<file path="src/rtl/spi_master_ctrl_if.sv">
// System handshake and SPI bus signals of spi_master_ctrl, grouped for port connection.
interface spi_master_ctrl_if;
    logic       start;
    logic [7:0] tx_data;
    logic       ready;
    logic       done;
    logic [7:0] rx_data;
    logic       SCLK;
    logic       CS;
    logic       MOSI;
    logic       MISO;

    modport master (
        input  start, tx_data, MISO,
        output ready, done, rx_data, SCLK, CS, MOSI
    );

    modport slave (
        output start, tx_data, MISO,
        input  ready, done, rx_data, SCLK, CS, MOSI
    );
endinterface

</file>
<file path="src/rtl/spi_master_ctrl.sv">
// SPI mode-0 master: one 8-bit full-duplex transfer per start/ready handshake.
// Bus outputs are registered from the current FSM state, so they trail the state by one clock.
module spi_master_ctrl #(
    parameter int unsigned CLK_DIV = 4
) (
    input  logic              clk,
    input  logic              reset,
    spi_master_ctrl_if.master bus
);

    localparam int unsigned      DIV_W    = $clog2(CLK_DIV);
    localparam logic [DIV_W-1:0] DIV_LAST = DIV_W'(CLK_DIV - 1);
    localparam logic [DIV_W-1:0] DIV_ONE  = DIV_W'(1);
    localparam logic [DIV_W-1:0] DIV_ZERO = DIV_W'(0);

    typedef enum logic [2:0] {
        ST_IDLE  = 3'd0,
        ST_SETUP = 3'd1,
        ST_HIGH  = 3'd2,
        ST_LOW   = 3'd3,
        ST_HOLD  = 3'd4,
        ST_DONE  = 3'd5
    } state_t;

    state_t           state_r,    state_s;
    logic [7:0]       tx_shift_r, tx_shift_s;
    logic [7:0]       rx_shift_r, rx_shift_s;
    logic [2:0]       bit_cnt_r,  bit_cnt_s;
    logic [DIV_W-1:0] div_cnt_r,  div_cnt_s;
    logic [DIV_W-1:0] div_next_s;
    logic             phase_end_s;
    logic             accept_s;

    logic             ready_r,   ready_s;
    logic             done_r,    done_s;
    logic [7:0]       rx_data_r, rx_data_s;
    logic             sclk_r,    sclk_s;
    logic             cs_r,      cs_s;
    logic             mosi_r,    mosi_s;

    assign phase_end_s = (div_cnt_r == DIV_LAST);
    assign div_next_s  = phase_end_s ? DIV_ZERO : (div_cnt_r + DIV_ONE);
    assign accept_s    = (state_r == ST_IDLE) && bus.start && ready_r;

    // Next-state, shift datapath and next bus-output decode
    always_comb begin
        state_s    = state_r;
        tx_shift_s = tx_shift_r;
        rx_shift_s = rx_shift_r;
        bit_cnt_s  = bit_cnt_r;
        div_cnt_s  = div_cnt_r;
        ready_s    = ready_r;
        done_s     = 1'b0;
        rx_data_s  = rx_data_r;
        cs_s       = 1'b1;
        sclk_s     = 1'b0;
        mosi_s     = 1'b0;

        case (state_r)
            ST_IDLE: begin
                if (accept_s) begin
                    state_s    = ST_SETUP;
                    tx_shift_s = bus.tx_data;
                    rx_shift_s = 8'h00;
                    bit_cnt_s  = 3'd0;
                    div_cnt_s  = DIV_ZERO;
                    ready_s    = 1'b0;
                end else begin
                    state_s = ST_IDLE;
                end
            end
            ST_SETUP: begin
                cs_s      = 1'b0;
                mosi_s    = tx_shift_r[7];
                div_cnt_s = div_next_s;
                if (phase_end_s) begin
                    state_s = ST_HIGH;
                end else begin
                    state_s = ST_SETUP;
                end
            end
            ST_HIGH: begin
                cs_s      = 1'b0;
                sclk_s    = 1'b1;
                mosi_s    = tx_shift_r[7];
                div_cnt_s = div_next_s;
                // MISO is taken on the last high cycle, ahead of the slave's falling-edge shift
                if (phase_end_s) begin
                    rx_shift_s = {rx_shift_r[6:0], bus.MISO};
                    if (bit_cnt_r == 3'd7) begin
                        state_s = ST_HOLD;
                    end else begin
                        state_s    = ST_LOW;
                        tx_shift_s = {tx_shift_r[6:0], 1'b0};
                        bit_cnt_s  = bit_cnt_r + 3'd1;
                    end
                end else begin
                    state_s = ST_HIGH;
                end
            end
            ST_LOW: begin
                cs_s      = 1'b0;
                mosi_s    = tx_shift_r[7];
                div_cnt_s = div_next_s;
                if (phase_end_s) begin
                    state_s = ST_HIGH;
                end else begin
                    state_s = ST_LOW;
                end
            end
            ST_HOLD: begin
                cs_s      = 1'b0;
                div_cnt_s = div_next_s;
                if (phase_end_s) begin
                    state_s = ST_DONE;
                end else begin
                    state_s = ST_HOLD;
                end
            end
            ST_DONE: begin
                done_s    = 1'b1;
                ready_s   = 1'b1;
                rx_data_s = rx_shift_r;
                state_s   = ST_IDLE;
            end
            default: begin
                state_s = ST_IDLE;
                ready_s = 1'b1;
            end
        endcase
    end

    // FSM state, datapath and registered bus outputs
    always_ff @(posedge clk or posedge reset) begin
        if (reset) begin
            state_r    <= ST_IDLE;
            tx_shift_r <= 8'h00;
            rx_shift_r <= 8'h00;
            bit_cnt_r  <= 3'd0;
            div_cnt_r  <= DIV_ZERO;
            ready_r    <= 1'b1;
            done_r     <= 1'b0;
            rx_data_r  <= 8'h00;
            sclk_r     <= 1'b0;
            cs_r       <= 1'b1;
            mosi_r     <= 1'b0;
        end else begin
            state_r    <= state_s;
            tx_shift_r <= tx_shift_s;
            rx_shift_r <= rx_shift_s;
            bit_cnt_r  <= bit_cnt_s;
            div_cnt_r  <= div_cnt_s;
            ready_r    <= ready_s;
            done_r     <= done_s;
            rx_data_r  <= rx_data_s;
            sclk_r     <= sclk_s;
            cs_r       <= cs_s;
            mosi_r     <= mosi_s;
        end
    end

    assign bus.ready   = ready_r;
    assign bus.done    = done_r;
    assign bus.rx_data = rx_data_r;
    assign bus.SCLK    = sclk_r;
    assign bus.CS      = cs_r;
    assign bus.MOSI    = mosi_r;

endmodule
</file>
<file path="src/flat_wrapper.sv">
// flat-port wrapper written by rule: the top's interface ports become plain ports
module spi_master_ctrl_flat 
#(
    parameter int unsigned CLK_DIV = 4
)
  (clk, reset, bus_start, bus_tx_data, bus_MISO, bus_ready, bus_done, bus_rx_data, bus_SCLK, bus_CS, bus_MOSI);
  spi_master_ctrl_if bus_i ();
  input  logic clk;
  input  logic reset;
  input wire logic [$bits(bus_i.start)-1:0] bus_start;
  input wire logic [$bits(bus_i.tx_data)-1:0] bus_tx_data;
  input wire logic [$bits(bus_i.MISO)-1:0] bus_MISO;
  output wire logic [$bits(bus_i.ready)-1:0] bus_ready;
  output wire logic [$bits(bus_i.done)-1:0] bus_done;
  output wire logic [$bits(bus_i.rx_data)-1:0] bus_rx_data;
  output wire logic [$bits(bus_i.SCLK)-1:0] bus_SCLK;
  output wire logic [$bits(bus_i.CS)-1:0] bus_CS;
  output wire logic [$bits(bus_i.MOSI)-1:0] bus_MOSI;
  assign bus_i.start = bus_start;
  assign bus_i.tx_data = bus_tx_data;
  assign bus_i.MISO = bus_MISO;
  assign bus_ready = bus_i.ready;
  assign bus_done = bus_i.done;
  assign bus_rx_data = bus_i.rx_data;
  assign bus_SCLK = bus_i.SCLK;
  assign bus_CS = bus_i.CS;
  assign bus_MOSI = bus_i.MOSI;
  spi_master_ctrl #(.CLK_DIV(CLK_DIV)) u_core (.clk(clk), .reset(reset), .bus(bus_i));
endmodule
</file>
<file path="config.mk">
export PLATFORM = sky130hd
export DESIGN_NAME = spi_master_ctrl_flat
export DESIGN_NICKNAME = d
export VERILOG_FILES = /design/src/rtl/spi_master_ctrl_if.sv /design/src/rtl/spi_master_ctrl.sv /design/src/flat_wrapper.sv
export SDC_FILE = /design/constraint.sdc
export NUM_CORES = 1
export LEC_CHECK = 0
export ABC_CLOCK_PERIOD_IN_PS = 2300
export BUFFER_PORTS_ARGS = -buffer_cell sky130_fd_sc_hd__buf_2
export CORE_UTILIZATION = 23
export DETAILED_ROUTE_END_ITERATION = 8
export SLEW_MARGIN = 30
export SYNTH_ARGS = -nofsm -noshare
export SYNTH_HDL_FRONTEND = slang
export SYNTH_SLANG_ARGS = --single-unit
</file>
<file path="constraint.sdc">
create_clock -name clk -period 2.3 [get_ports clk]
set_clock_uncertainty 0.15 [all_clocks]
set_input_delay 0.345 -clock clk [delete_from_list [all_inputs] [get_ports clk]]
set_output_delay 0.345 -clock clk [all_outputs]
set_load 0.05 [all_outputs]
</file>
# ---- Word-level counts from Yosys, hierarchy flattened
# Index checks and enable logic that the tools add are counted.
dict set report totals {
  reg_bits 37
  in_bits 12
  output_inout_bits 13
  elab_cells 62
}
dict set report op_classes {
  addsub 2
  n_eq_ne 10
  bitwise_logic 1
  n_reduce_logical 11
  muxes 27
}
# operator count
set op_table {}
lappend op_table {{8-bit 2-to-1 mux} 5}
lappend op_table {{8-bit one-hot mux with 2 select lines} 2}
lappend op_table {{3-bit 2-to-1 mux} 5}
lappend op_table {{3-bit one-hot mux with 5 select lines} 1}
lappend op_table {{3-bit == test, second input constant} 3}
lappend op_table {{1-bit 2-to-1 mux} 8}
lappend op_table {{3-bit by 2-bit == test with 1-bit output, second input constant} 2}
lappend op_table {{2-bit 2-to-1 mux} 3}
lappend op_table {{3-bit one-hot mux with 2 select lines} 1}
lappend op_table {{2-bit by 1-bit != test with 1-bit output, second input constant} 2}
lappend op_table {{2-bit one-hot mux with 2 select lines} 1}
lappend op_table {{2-bit AND reduction} 2}
lappend op_table {{4-bit AND reduction} 1}
lappend op_table {{2-bit nonzero test} 2}
lappend op_table {{4-bit OR reduction} 1}
lappend op_table {{3-bit by 1-bit adder with 3-bit output, second input constant} 1}
lappend op_table {{3-bit by 1-bit == test with 1-bit output, second input constant} 1}
lappend op_table {{3-bit logical NOT} 1}
lappend op_table {{3-bit AND reduction} 1}
lappend op_table {{3-bit OR reduction} 1}
lappend op_table {{2-bit by 1-bit adder with 2-bit output, second input constant} 1}
lappend op_table {{2-bit == test, second input constant} 1}
lappend op_table {{1-bit logical AND} 2}
lappend op_table {{2-bit != test, second input constant} 1}
lappend op_table {{other kinds (2)} 2}

# ---- Depth between registers and ports, before layout
# Gate-level depths: netlist of run 1.
dict set report depth {
  word_depth 5
  mapped_depth 7
}

# ---- Worst setup path after synthesis of run 1
# Ideal clock, no wire load.
dict set report synth_path {
  kind {flip-flop to flip-flop}
  from {register u_core.bit_cnt_r[0]}
  to {register u_core.bit_cnt_r[0]}
  path_slack_ps 448
  n_path_buf 0
  stages_incl_launch_ff 6
  arrival_time_ps 1577
  setup_time_ps 125
  period_less_slack_ps 1852
  path_cell_list {dfrtp_1 -> ha_1 -> ha_1 -> nand3b_4 -> a211o_1 -> mux2_4}
}
dict set report synth_via {
  elab_chain_cells 4
}
# element line_no
set synth_rtl {}
lappend synth_rtl {{start: declaration} spi_master_ctrl.sv:28} ;# logic [2:0] bit_cnt_r, bit_cnt_s;
lappend synth_rtl {{start signal: assignment} spi_master_ctrl.sv:151} ;# bit_cnt_r <= bit_cnt_s;
lappend synth_rtl {{3-bit by 1-bit adder with 3-bit output} spi_master_ctrl.sv:95} ;# bit_cnt_s = bit_cnt_r + 3'd1;
lappend synth_rtl {{3-bit 2-to-1 mux} spi_master_ctrl.sv:90} ;# if (bit_cnt_r == 3'd7) begin
lappend synth_rtl {{3-bit 2-to-1 mux} spi_master_ctrl.sv:88} ;# if (phase_end_s) begin
lappend synth_rtl {{3-bit one-hot mux with 2 select lines} spi_master_ctrl.sv:59} ;# case (state_r)
# Several ways; a longest one is shown, not always the timed one. The select of a mux whose other input is x is not followed.
# A chain may end at the register's enable or synchronous reset.

# ---- Worst setup path in the final report of run 1
# Ends and elaborated chain as after synthesis.

==> results_dict.tcl, run 1 <==
set metrics [dict create \
    synth_common_cells "35 x dfrtp_1, 16 x o21ai_0, 13 x inv_1" \
    cts_resized 0 \
    status "finished with violations" \
    first_global_vias 1168 \
    htreeDepth 2 \
    setup_tns_ns 0 \
    cts_buffer_depth 2 \
    track_usage_pct 9.50 \
    cts_tree "yes" \
    synthToLayoutAreaGrowth_pct 19.2 \
    fin_crit_ns 2.03 \
    drt_iter0_markers 47 \
    num_rows 30 \
    cap_violations 0 \
    cp_data_required_time_ns 2.33 \
    cp-endpoint "u_core.bit_cnt_r[0]$_DFFE_PP0P_" \
    synth_nets 165 \
    setup.worst_path.end_class "flip-flop" \
    grt_overflow 0 \
    cts.sinks 37 \
    rr_startpoint "u_core.bit_cnt_r[0]$_DFFE_PP0P_" \
    syn_area_mm2 0.00168 \
    fp.dieW_um 87.5 \
    placed_area_mm2 0.00191 \
    ys_seq_elements 37 \
    totalWireLength_um 3230 \
    grt_pass1_wl_um 5510 \
    synth_cells 150 \
    fin_util_pct 28.9 \
    clkTransAtPathRegs_ns 0.08 \
    avgRoutedWirePerCell_um 11.8 \
    cts_hold_buf 0 \
    synth.area.top_cells "dfrtp_1 52%, mux2i_1 5.4%, o21ai_0 4.8%" \
    crit_path_start "u_core.bit_cnt_r[0]$_DFFE_PP0P_" \
    firstDrtPassIters 4 \
    design_area_mm2 0.00200 \
    place.port_buffers 24 \
    via_count 1167 \
    fmax_mhz 493 \
    io-pin-count 25 \
    final-max-slew-violation-count 0 \
    reg2reg_depth 5 \
    hold_violations 10 \
    grt_max_degree 38 \
    synth-main-ff-cell "dfrtp_1" \
    yosys.cell_count.top_type "dfrtp_1" \
    syn_area_per_cell_um2 11.2 \
    leakage_nw 0.964 \
    n_antenna_cell 0 \
    fin_hold_ws_ns -0.00529 \
    fin_ws_ns 0.274 \
    rsz0062_at_grt "no" \
    crit_arrival_ns 2.05 \
    ys_warn_count 0 \
    detail_route.vias_per_cell 4.26 \
    clk_latency_ns 0.30 \
    seq_area_frac_synth_pct 55.2 \
    antenna_found_initial 0 \
    critical_path_class "flip-flop to flip-flop" \
    cts_setup_buffers 0 \
    nets 192 \
    antenna_left 0 \
    start_util_pct 24.2 \
    irDropWorstVdd_v 0.000247 \
    core_mm2 0.00694 \
    timing.final.crit_share_pct 88.1 \
    die_area_mm2 0.00766 \
    ys_types 34 \
    synthArstFlopShare_pct 100 \
    place.gp.congestion 0.747 \
    worstReg2RegEnd "u_core.bit_cnt_r[0]$_DFFE_PP0P_" \
    synth_edf_count 0 \
    crit_fanout 10 \
    layout-drive-gt1-share_pct 31.5 \
    tightest_slew_ns 0.640 \
    cts_root_buffer "clkbuf_8" \
    slew_headroom_pct 57.3 \
    hp-class "input port to asynchronous set/reset pin" \
    synth_top_area_cell "dfrtp_1" \
    rrSetupSlack_ns 0.27 \
    fp.dieH_um 87.5 \
    setup_violations 0 \
    drt_drc_violations_left 0 \
    cts_buffers 5 \
    dp_hpwl_um 2200 \
    start_kind "flip-flop" \
    power_density_mw_per_mm2 588 \
    yosys.area.top_type_share_pct 52.1 \
    dp_slack_ns 0.288 \
    violations "hold timing" \
]
-- critical path, cell delays in order (launching register included) --
cell	delay [ns]
dfrtp_1	0.40
ha_1	0.21
ha_1	0.29
nand3b_4	0.22
a211o_1	0.38
mux2_4	0.27
-- cell families after synthesis --
kind of cell    synth area share, %
fa+ha+maj                      2.23
xor+xnor                      0.521
mux                            6.92
compound gates                 14.1
simple gates                   15.2
buf+inv                        5.80
flops                          55.2
-- routing by layer --
layer / vias to the layer above / wire length, µm / GRT usage (%)
met1: 561 / 1510 / 12.1
met4: 0 / 29 / 2.24
li1: 577 / - / -
met5: - / 0 / 0
met2: 25 / 1510 / 14.9
met3: 4 / 177 / 4.08
-- metrics by stage --
| step | instances | total power [mW] |
|---|---|---|
| 6_report | 274 | 1.18 |
| 5_1_grt | 274 | 1.23 |
| 4_1_cts | 274 | 1.19 |
| 3_5_place_dp | 266 | 0.708 |
| 3_3_place_gp | 266 | 0.707 |
| 2_1_floorplan | 150 | 0.689 |
-- placed cells by master, fill, tap and decap left out, types with 2 or more instances in the layout --
master | Yosys | layout
clkinv_2 | 1 | 2
nand3b_4 | 2 | 2
inv_1 | 13 | 13
buf_2 | 5 | 24
a21oi_1 | 2 | 2
a22o_1 | 2 | 2
a2bb2oi_1 | 7 | 7
ha_1 | 3 | 3
or2_2 | 9 | 9
nor2_1 | 2 | 2
nand4_1 | 9 | 9
o21ai_0 | 16 | 16
dfrtp_1 | 35 | 35
dfstp_2 | 2 | 2
nand3b_1 | 2 | 2
nand2_1 | 12 | 12
buf_4 | 0 | 4
mux2i_1 | 9 | 9
clkbuf_8 | 0 | 6
a21boi_2 | 2 | 2
-- sequential cells by signal, summed over array words and instances, names as in the netlist --
signal,count
u_core.bit_cnt_r,3
u_core.bus.CS,1
u_core.bus.MOSI,1
u_core.bus.SCLK,1
u_core.bus.done,1
u_core.bus.ready,1
u_core.bus.rx_data,8
u_core.div_cnt_r,2
u_core.rx_shift_r,8
u_core.state_r,3
u_core.tx_shift_r,8
-- power breakdown --
part	total [mW]	internal, mW	switching (mW)
combinational	0.0350	0.0129	0.0222
sequential	0.658	0.655	0.00292
clock	0.486	0.243	0.243
-- worst min-delay path by stage --
| stage | endpoint | slack, ns |
|---|---|---|
| 2_1_floorplan | u_core.bus.ready$_DFFE_PP1P_ | 0.26 |
| 3_3_place_gp | u_core.bus.rx_data[3]$_DFFE_PP0P_ | 0.31 |
| 3_5_place_dp | u_core.bus.rx_data[6]$_DFFE_PP0P_ | 0.32 |
| 4_1_cts | u_core.bus.rx_data[5]$_DFFE_PP0P_ | 0.009 |
| 5_1_grt | u_core.state_r[2]$_DFF_PP0_ | 0.04 |
| 6_report | u_core.bus.rx_data[1]$_DFFE_PP0P_ | -0.005 |
-- cell type report --
cell class / count / area, µm²
clock buffers: 6 / 82.6
clock inverters: 2 / 13.8
fillers: 735 / 4940
inverters: 14 / 53.8
multi-input cells: 91 / 656
flip-flops and latches: 37 / 928
well taps: 96 / 120
repair buffers: 28 / 150
Power figures use the tool's default switching activity.
==> run 2, diff against run 1 <==
--- a/config.mk
+++ b/config.mk
@@ -7,6 +7,7 @@
 export LEC_CHECK = 0
 export ABC_CLOCK_PERIOD_IN_PS = 2300
 export BUFFER_PORTS_ARGS = -buffer_cell sky130_fd_sc_hd__buf_2
+export CORE_ASPECT_RATIO = 1.1
 export CORE_UTILIZATION = 23
 export DETAILED_ROUTE_END_ITERATION = 8
 export SLEW_MARGIN = 30
==> run 2 against run 1 <==
The run still ends with hold timing left. Core utilization about the same. Via count is 0.17% higher. Flip-flop and latch count unchanged. Die area about the same. Largest cell class unchanged. Worst setup slack lost 0.0017 ns. First-iteration DRC count fell by 36%. Global-route usage decreased by 0.30 points. Clock power increased by 42%.
==> results_dict.tcl, run 2 (synthesized netlist as in run 1, its figures left out) <==
set metrics [dict create \
    slew_headroom_pct 57.7 \
    met3_length_um 137 \
    hold_violations 5 \
    cts_buffers 5 \
    power_density_mw_per_mm2 681 \
    antenna_found_initial 0 \
    detail_route.vias_per_cell 4.44 \
    fin_hold_ws_ns -0.00383 \
    totalWireLength_um 3230 \
    synthToLayoutAreaGrowth_pct 20.8 \
    fmax_mhz 493 \
    drt_drc_violations_left 0 \
    crit_arrival_ns 2.06 \
    io-pin-count 25 \
    met2_length_um 1550 \
    first_global_vias 1102 \
    reg2reg_depth 5 \
    p_int_mw 1.11 \
    cts_tree "yes" \
    place.gp.congestion 0.705 \
    clockPowerShare_pct 49.9 \
    p_sw_mw 0.279 \
    critical_path_class "flip-flop to flip-flop" \
    violations "hold timing" \
    tightest_slew_ns 0.635 \
    cts_buffer_depth 2 \
    final-max-slew-violation-count 0 \
    clkTransAtPathRegs_ns 0.08 \
    rr_startpoint "u_core.bit_cnt_r[0]$_DFFE_PP0P_" \
    clk_latency_ns 0.29 \
    grt_overflow 0 \
    setup.worst_path.end_class "flip-flop" \
    placed_area_mm2 0.00189 \
    avgRoutedWirePerCell_um 12.3 \
    antenna_left 0 \
    firstDrtPassIters 3 \
    track_usage_pct 9.20 \
    place.port_buffers 24 \
    leakage_nw 0.982 \
    start_kind "flip-flop" \
    top_layer_used "met4" \
    p_comb_share_pct 2.5 \
    grt_pass1_wl_um 5520 \
    hp-class "input port to asynchronous set/reset pin" \
    cts_hold_buf 0 \
    dp_hpwl_um 2230 \
    n_antenna_cell 0 \
    swShare_pct 20.2 \
    drt_iter0_markers 30 \
    cap_violations 0 \
    setup_tns_ns 0 \
    start_util_pct 23.9 \
    grt_max_degree 38 \
    cts.sinks 37 \
    irDropWorstVdd_v 0.000311 \
    crit_fanout 10 \
    htreeDepth 2 \
    status "finished with violations" \
    layout-drive-gt1-share_pct 31.5 \
    wl_met1_um 1530 \
    cts_setup_buffers 0 \
    design_area_mm2 0.00203 \
    timing.final.crit_share_pct 88.2 \
    fp.dieW_um 83.5 \
    fp.dieH_um 91.7 \
    cp_data_required_time_ns 2.33 \
    fillCellCount 757 \
    final_common_cell "dfrtp_1" \
    rrSetupSlack_ns 0.27 \
    num_rows 32 \
    core_mm2 0.00705 \
    die_area_mm2 0.00766 \
    rsz0062_at_grt "no" \
    setup_violations 0 \
    nets 192 \
    cts_resized 0 \
    worstReg2RegEnd "u_core.bit_cnt_r[0]$_DFFE_PP0P_" \
    p_seq_share_pct 47.5 \
    via_count 1169 \
    fin_crit_ns 2.03 \
    cts_root_buffer "clkbuf_8" \
    final_cell_mix "35 x dfrtp_1, 24 x buf_2, 16 x o21ai_0" \
]
run 2: cell count changes in the layout (fill, tap and decap cells not counted), sizes merged:
cell,previous run,this run
bufinv,0,2
clkbuf,6,5
clkinv,3,1
inv,13,14
run 2: worst max-delay path by stage:
stage | start | endpoint | slack (ns) | depth (start not counted)
3_5_place_dp | u_core.bit_cnt_r[0]$_DFFE_PP0P_ | u_core.bit_cnt_r[0]$_DFFE_PP0P_ | 0.28 | 5
2_1_floorplan | u_core.bit_cnt_r[0]$_DFFE_PP0P_ | u_core.bit_cnt_r[0]$_DFFE_PP0P_ | 0.45 | 5
5_1_grt | u_core.bit_cnt_r[0]$_DFFE_PP0P_ | u_core.bit_cnt_r[0]$_DFFE_PP0P_ | 0.18 | 5
4_1_cts | u_core.bit_cnt_r[0]$_DFFE_PP0P_ | u_core.bit_cnt_r[0]$_DFFE_PP0P_ | 0.25 | 5
3_3_place_gp | u_core.bit_cnt_r[0]$_DFFE_PP0P_ | u_core.bit_cnt_r[0]$_DFFE_PP0P_ | 0.32 | 5
6_report | u_core.bit_cnt_r[0]$_DFFE_PP0P_ | u_core.bit_cnt_r[0]$_DFFE_PP0P_ | 0.27 | 5
run 2: critical path, cell delays in order, from the launching register on:
cell      delay [ns]
dfrtp_1         0.40
ha_1            0.21
ha_1            0.29
nand3b_4        0.22
a211o_1         0.38
mux2_4          0.27
run 2: area by class of cell:
cell class              instances  area [µm²]  share of cell area, %
flip-flops and latches         37         928                   45.7
multi-input cells              91         656                   32.3
repair buffers                 28         150                   7.39
well taps                      85         106                   5.23
clock buffers                   5        68.8                   3.39
clock inverters                 3        68.8                   3.39
inverters                      14        53.8                   2.65
run 2: power by group through the flow:
| stage | Clock (mW) | Combinational [mW] | Sequential, mW |
|---|---|---|---|
| global route | 0.731 | 0.0410 | 0.659 |
| global placement | 0 | 0.0368 | 0.671 |
| finish | 0.691 | 0.0353 | 0.658 |
| detailed placement | 0 | 0.0374 | 0.671 |
| floorplan | 0 | 0.0191 | 0.670 |
| CTS | 0.705 | 0.0374 | 0.658 |
run 2: metal layers:
layer	vias to the layer above	GRT usage, %
met5	-	0
met4	0	2.54
met3	2	3.42
met2	21	15.2
met1	571	11.3
li1	575	-
run 2: through the flow:
step                      power, mW  setup WS, ns  std cells  utilization (%)  hold WS, ns
final                          1.38         0.272        263             28.8     -0.00383
after global routing           1.43         0.178        263             28.8       0.0397
after CTS                      1.40         0.253        263             28.8       0.0179
after detailed placement      0.708         0.277        255             26.9        0.317
after global placement        0.708         0.320        255             26.9        0.309
after floorplan               0.689         0.448        150                -        0.265
